===== src/rtl/leg_solver_pkg.sv =====
// Shared types and helpers for the leg solver: FSM state encoding and counter sizing.
package leg_solver_pkg;

    localparam int W_DEF = 8;

    typedef enum logic [2:0] {
        IDLE,
        SQ_H,
        SQ_L,
        SQRT,
        FIN,
        ERR
    } state_t;

    // Ceiling log2, never below 1 so a counter always has at least one bit.
    function automatic int clog2(input int value);
        int r;
        r = 0;
        for (int i = 0; i < 31; i++) begin
            if ((1 << i) < value) r = i + 1;
        end
        return (r == 0) ? 1 : r;
    endfunction

endpackage


===== src/rtl/leg_solver_isqrt_seq.sv =====
// Restoring digit-by-digit square root of a 2W-bit radicand, one root bit per enabled cycle, MSB first.
module isqrt_seq
    import leg_solver_pkg::*;
#(
    parameter int W = W_DEF
) (
    input  logic           clk,
    input  logic           rst_n,
    input  logic           ena,
    input  logic           load,
    input  logic [2*W-1:0] radicand,
    output logic [W-1:0]   root,
    output logic [W:0]     rem,
    output logic           fin
);

    localparam int CW = clog2(W);

    logic [2*W-1:0] rad_sr;
    logic [W:0]     rem_r;
    logic [W-1:0]   root_r;
    logic [CW-1:0]  cnt;
    logic           running;
    logic [W+2:0]   rem_shift;
    logic [W+2:0]   trial;

    // Bring down the next radicand digit pair and test against 4*root+1.
    assign rem_shift = {rem_r, rad_sr[2*W-1 -: 2]};
    assign trial     = {1'b0, root_r, 2'b01};
    assign fin       = running && (cnt == CW'(W - 1));
    assign root      = root_r;
    assign rem       = rem_r;

    always_ff @(posedge clk or negedge rst_n) begin
        if (!rst_n) begin
            rad_sr  <= '0;
            rem_r   <= '0;
            root_r  <= '0;
            cnt     <= '0;
            running <= 1'b0;
        end else if (ena) begin
            if (load) begin
                rad_sr  <= radicand;
                rem_r   <= '0;
                root_r  <= '0;
                cnt     <= '0;
                running <= 1'b1;
            end else if (running) begin
                rad_sr <= {rad_sr[2*W-3:0], 2'b00};
                if (rem_shift >= trial) begin
                    rem_r  <= (W+1)'(rem_shift - trial);
                    root_r <= {root_r[W-2:0], 1'b1};
                end else begin
                    rem_r  <= (W+1)'(rem_shift);
                    root_r <= {root_r[W-2:0], 1'b0};
                end
                if (cnt == CW'(W - 1)) begin
                    running <= 1'b0;
                end else begin
                    cnt <= cnt + 1'b1;
                end
            end
        end
    end

endmodule


===== src/rtl/leg_solver.sv =====
// Computes b = sqrt(c^2 - a^2) iteratively: shift-add squaring of both operands, then a sequential root.
// Define LEG_SOLVER_ROUND_EN for round-to-nearest results instead of floor.
module leg_solver
    import leg_solver_pkg::*;
#(
    parameter int W = W_DEF
) (
    input  logic         clk,
    input  logic         rst_n,
    input  logic         ena,
    input  logic         start,
    input  logic [W-1:0] hyp,
    input  logic [W-1:0] leg,
    output logic         busy,
    output logic         done,
    output logic         err,
    output logic [W-1:0] result
);

    localparam int CW = clog2(W);

    state_t          state, state_next;
    logic [CW-1:0]   cnt;
    logic [W-1:0]    hyp_r, leg_r;
    logic [2*W-1:0]  acc, hsq;
    logic [W-1:0]    op;
    logic [2*W-1:0]  addend, acc_sum, radicand;
    logic            cnt_last, accept, sq_load, sq_fin;
    logic [W-1:0]    sq_root, final_root;
    logic [W:0]      sq_rem;

    // A start coinciding with the done pulse is deliberately not accepted.
    assign accept   = (state == IDLE) && start && !done;
    assign cnt_last = (cnt == CW'(W - 1));
    assign op       = (state == SQ_H) ? hyp_r : leg_r;
    assign addend   = op[cnt] ? ({{W{1'b0}}, op} << cnt) : '0;
    assign acc_sum  = acc + addend;
    assign radicand = hsq - acc_sum;
    assign sq_load  = (state == SQ_L) && cnt_last && ena;

    isqrt_seq #(.W(W)) u_isqrt (
        .clk      (clk),
        .rst_n    (rst_n),
        .ena      (ena),
        .load     (sq_load),
        .radicand (radicand),
        .root     (sq_root),
        .rem      (sq_rem),
        .fin      (sq_fin)
    );

`ifdef LEG_SOLVER_ROUND_EN
    always_comb begin
        final_root = sq_root;
        if (({1'b0, sq_root} < sq_rem) && (sq_root != '1)) begin
            final_root = sq_root + 1'b1;
        end
    end
`else
    logic unused_rem;
    assign unused_rem = ^sq_rem;
    always_comb begin
        final_root = sq_root;
    end
`endif

    always_ff @(posedge clk or negedge rst_n) begin
        if (!rst_n) begin
            state <= IDLE;
        end else if (ena) begin
            state <= state_next;
        end
    end

    always_comb begin
        state_next = state;
        case (state)
            IDLE: if (accept) state_next = (leg > hyp) ? ERR : SQ_H;
            SQ_H: if (cnt_last) state_next = SQ_L;
            SQ_L: if (cnt_last) state_next = SQRT;
            SQRT: if (sq_fin) state_next = FIN;
            FIN:  state_next = IDLE;
            ERR:  state_next = IDLE;
            default: state_next = IDLE;
        endcase
    end

    // The accumulator is shared: it builds hyp^2 first, then leg^2 after a clear.
    always_ff @(posedge clk or negedge rst_n) begin
        if (!rst_n) begin
            cnt    <= '0;
            hyp_r  <= '0;
            leg_r  <= '0;
            acc    <= '0;
            hsq    <= '0;
            busy   <= 1'b0;
            done   <= 1'b0;
            err    <= 1'b0;
            result <= '0;
        end else if (ena) begin
            case (state)
                IDLE: begin
                    done <= 1'b0;
                    if (accept) begin
                        hyp_r <= hyp;
                        leg_r <= leg;
                        busy  <= 1'b1;
                        cnt   <= '0;
                        acc   <= '0;
                    end
                end
                SQ_H: begin
                    if (cnt_last) begin
                        hsq <= acc_sum;
                        acc <= '0;
                        cnt <= '0;
                    end else begin
                        acc <= acc_sum;
                        cnt <= cnt + 1'b1;
                    end
                end
                SQ_L: begin
                    acc <= acc_sum;
                    cnt <= cnt_last ? '0 : cnt + 1'b1;
                end
                FIN: begin
                    result <= final_root;
                    err    <= 1'b0;
                    done   <= 1'b1;
                    busy   <= 1'b0;
                end
                ERR: begin
                    result <= '0;
                    err    <= 1'b1;
                    done   <= 1'b1;
                    busy   <= 1'b0;
                end
                default: ;
            endcase
        end
    end

endmodule


===== config.mk =====
export PLATFORM = sky130hd
export DESIGN_NAME = leg_solver
export DESIGN_NICKNAME = d
export VERILOG_FILES = /design/src/rtl/leg_solver_pkg.sv /design/src/rtl/leg_solver_isqrt_seq.sv /design/src/rtl/leg_solver.sv
export SDC_FILE = /design/constraint.sdc
export NUM_CORES = 1
export LEC_CHECK = 0
export ABC_CLOCK_PERIOD_IN_PS = 6600
export CAP_MARGIN = 20
export CORE_UTILIZATION = 61
export CTS_CLUSTER_DIAMETER = 50
export DETAILED_ROUTE_END_ITERATION = 16
export GPL_ROUTABILITY_DRIVEN = 0
export PLACE_DENSITY = 0.79
export SYNTH_ARGS = -nofsm -noshare
export SYNTH_HDL_FRONTEND = slang
export SYNTH_SLANG_ARGS = --single-unit

===== constraint.sdc =====
create_clock -name clk -period 6.6 [get_ports clk]
set_clock_uncertainty 0.1 [all_clocks]
set_input_delay 0.99 -clock clk [delete_from_list [all_inputs] [get_ports clk]]
set_output_delay 0.99 -clock clk [all_outputs]
set_load 0.1 [all_outputs]

==> impl_metrics.env, run 1 <==
export IMPL_antenna_cells=0
export IMPL_final_min_clock_period_ns=6.12
export IMPL_die_w_um=107
export IMPL_power_density_mw_per_mm2=472
export IMPL_clk_pin_slew_ns=0.10
export IMPL_nets=857
export IMPL_ys_seq_area_share_pct=38.2
export IMPL_synth_area_leaders="dfrtp_1 38%, ha_1 8.2%, nand2_1 6.5%"
export IMPL_grt_start_max_net_pins=66
export IMPL_port_buffers=30
export IMPL_syn2layout_area_growth_pct=9.60
export IMPL_p_leak_nw=3.28
export IMPL_fin_tns_setup_ns=0
export IMPL_routed_wl_mm=14.9
export IMPL_regArea_mm2=0.00255
export IMPL_grt_ovfl_total=0
export IMPL_ir_drop_mv=0.275
export IMPL_wl_per_cell_um=16.0
export IMPL_drc=0
export IMPL_cts_made_buffers=9
export IMPL_synth_top_cell_by_area="dfrtp_1"
export IMPL_dr_pass1_iters=5
export IMPL_slew_headroom_pct=33.6
export IMPL_muxShareOfSynthArea_pct=6.30
export IMPL_finalCritPeriodShare_pct=92.7
export IMPL_synth_compound_area_share_pct=20.2
export IMPL_final_area_mm2=0.00733
export IMPL_vias=5634
export IMPL_clkSinkCount=102
export IMPL_num_rows=37
export IMPL_finalHoldViolCount=0
export IMPL_dp_hpwl_mm=11.0
export IMPL_synth_main_ff_cell="dfrtp_1"
export IMPL_htreeDepth=3
export IMPL_multiInputGateArea_mm2=0.00386
export IMPL_grt_pass1_wl_mm=26.1
export IMPL_cp_arrival_ns=6.30
export IMPL_tritoncts="done"
export IMPL_worstSetupStartpointType="register"
export IMPL_ant_nets=0
export IMPL_synth_cell_area_mm2=0.00669
export IMPL_synth_cells=773
export IMPL_ys_seq_elements=102
export IMPL_synthAdderAreaFrac_pct=8.98
export IMPL_endpoint_kind="register"
export IMPL_drtIter0Drc=324
export IMPL_ys_types=61
export IMPL_async_flop_share_pct=100
export IMPL_dieArea_mm2=0.0114
export IMPL_cts_buffer_depth=2
export IMPL_grt_pass1_vias=5648
export IMPL_synth_simple_gate_area_share_pct=18.6
export IMPL_worst_pin_slew_ns=0.993
export IMPL_placed_area_mm2=0.00709
export IMPL_path_class="reg2reg"
export IMPL_clockRootBuffer="clkbuf_8"
export IMPL_rsz0062_at_grt="false"
export IMPL_report_final_setup_viol=0
export IMPL_vias_per_cell=6.05
export IMPL_hold_path_class="reg2reg"
export IMPL_outcome="finished, final reports clean"
export IMPL_cp_max_fo=13
export IMPL_timing_max_cap_violations=0
export IMPL_avgSynthCellArea_um2=8.65
export IMPL_yosysWarnings=0
export IMPL_synthXorXnorAreaFrac_pct=3.67
export IMPL_fmax_mhz=163
export IMPL_crit_required_ns=6.79
export IMPL_synth_top_family_by_area="compound AO/OA/AOI/OAI gates"
export IMPL_slew_viol_final=0
export IMPL_clk_latency_ns=0.39
export IMPL_core_region_area_mm2=0.0105
export IMPL_ios=31
export IMPL_syn_nets=839
export IMPL_nFillCells=828
export IMPL_synth_edf_count=0
export IMPL_die_h_um=107
export IMPL_antenna_found_initial=0
export IMPL_synth_top_area_share_pct=38.2
export IMPL_drive_gt1_share_pct=7.04
export IMPL_initial_core_util_pct=63.9
export IMPL_grt_usage_pct=28.9
critical path, cell delays in order, from the launching register on:
cell	delay, ns
dfrtp_1	0.51
nand2b_1	0.28
nor2_2	0.30
mux2i_1	0.36
mux2_2	0.22
a21oi_1	0.07
o21ai_0	0.39
nor2_1	0.16
fa_1	0.46
a21oi_1	0.24
nor2b_1	0.07
nor2_1	0.13
xor2_1	0.24
ha_1	0.31
or3_1	0.31
o211ai_1	0.10
a21oi_1	0.09
o41ai_2	0.45
a211oi_1	0.16
a2111oi_0	0.52
a2111oi_2	0.13
o21ai_1	0.18
and3_1	0.19
nor3_2	0.04
cells in the mapped netlist, types with 11 or more instances:
| master | number |
|---|---|
| or3_1 | 11 |
| mux2i_1 | 23 |
| xnor2_1 | 23 |
| inv_1 | 41 |
| o31ai_1 | 13 |
| ha_1 | 44 |
| mux2_2 | 15 |
| nand3_1 | 18 |
| clkbuf_1 | 30 |
| o21ai_0 | 65 |
| nor3_1 | 18 |
| a21oi_1 | 57 |
| a211oi_1 | 18 |
| nor2_1 | 52 |
| nand2_1 | 116 |
| dfrtp_1 | 102 |
stage by stage:
step / utilization [%] / total power [mW] / hold slack (ns) / worst slack [ns] / std cells
after floorplan: - / 2.54 / 0.344 / 1.05 / 773
final: 70.1 / 3.46 / 0.388 / 0.482 / 932
after detailed placement: 67.8 / 2.99 / 0.370 / 0.393 / 915
after global routing: 70.1 / 3.75 / 0.418 / 0.00558 / 932
after CTS: 69.8 / 3.44 / 0.392 / 0.309 / 931
after global placement: 67.8 / 2.91 / 0.361 / 0.683 / 915
report_power, final:
group / switching, mW / internal, mW / total, mW
logic: 1.24 / 0.844 / 2.08
clock network: 0.218 / 0.223 / 0.442
registers: 0.141 / 0.797 / 0.938
routing by layer:
layer	part of all wire (%)	global-route usage [%]	wire, um	up-vias
li1	-	-	-	2785
met1	45	35.8	6760	2703
met2	49	50.4	7330	113
met3	3.5	5.78	527	33
met4	2.1	9.39	320	0
met5	0	0	0	-
registers in the layout (all words and copies together), names as in the netlist, 8 cells and up:
| signal | flops |
|---|---|
| leg_r | 8 |
| u_isqrt.rem | 9 |
| u_isqrt.rad_sr | 16 |
| hsq | 16 |
| hyp_r | 8 |
| acc | 16 |
| u_isqrt.root | 8 |
| result | 8 |
kinds of logic after synthesis:
group / Yosys count
AOI/OAI and AO/OA: 214
adders and majority gates: 47
DFF: 102
buffers and inverters: 74
and+or+nand+nor: 269
xor gates and xnor gates: 28
muxes: 39
final timing paths:
check / from / to / slack (ns) / cells after the start
worst max-delay path: state[1]$_DFFE_PN0P_ / u_isqrt.rad_sr[15]$_DFFE_PN0P_ / 0.48 / 23
worst min-delay path: result[0]$_DFFE_PN0P_ / result[0]$_DFFE_PN0P_ / 0.39 / 2
worst max register to register: state[1]$_DFFE_PN0P_ / u_isqrt.rad_sr[15]$_DFFE_PN0P_ / 0.48 / 23
worst min register to register: result[0]$_DFFE_PN0P_ / result[0]$_DFFE_PN0P_ / 0.39 / 2
max in group asynchronous: rst_n / hsq[4]$_DFFE_PN0P_ / 4.73 / 2
min in group asynchronous: rst_n / result[3]$_DFFE_PN0P_ / 0.45 / 1
layout by cell type, fill, tap and decap left out, types with 23 or more instances in the layout:
cell | netlist | layout
o21ai_0 | 65 | 64
a21oi_1 | 57 | 57
xnor2_1 | 23 | 23
dfrtp_1 | 102 | 102
ha_1 | 44 | 44
nor2_1 | 52 | 51
nand2_1 | 116 | 116
inv_1 | 41 | 41
clkdlybuf4s50_1 | 0 | 29
mux2i_1 | 23 | 23
final cells by class:
type	instances	share of cell area [%]
multi-input combinational	597	52.7
clock buffer	12	1.98
timing repair buffer	38	4.98
tap	136	2.32
clock inverter	4	0.956
inverter	43	2.20
sequential	102	34.8
repair_timing:
| action | CTS | global route |
|---|---|---|
| resized for setup | 0 | 3 |
| setup endpoints to repair | 0 | 4 |
| buffers inserted | 0 | 0 |
| hold buffers | 0 | 0 |
(Power assumes the default switching activity.)
==> run 2: changes to the inputs <==
--- a/config.mk
+++ b/config.mk
@@ -11,6 +11,7 @@
 export CTS_CLUSTER_DIAMETER = 50
 export DETAILED_ROUTE_END_ITERATION = 16
 export GPL_ROUTABILITY_DRIVEN = 0
+export HOLD_SLACK_MARGIN = 0.06
 export PLACE_DENSITY = 0.79
 export SYNTH_ARGS = -nofsm -noshare
 export SYNTH_HDL_FRONTEND = slang
==> results of run 2 <==
Same layout as run 1: the final DEF is identical, and so are final timing and power.
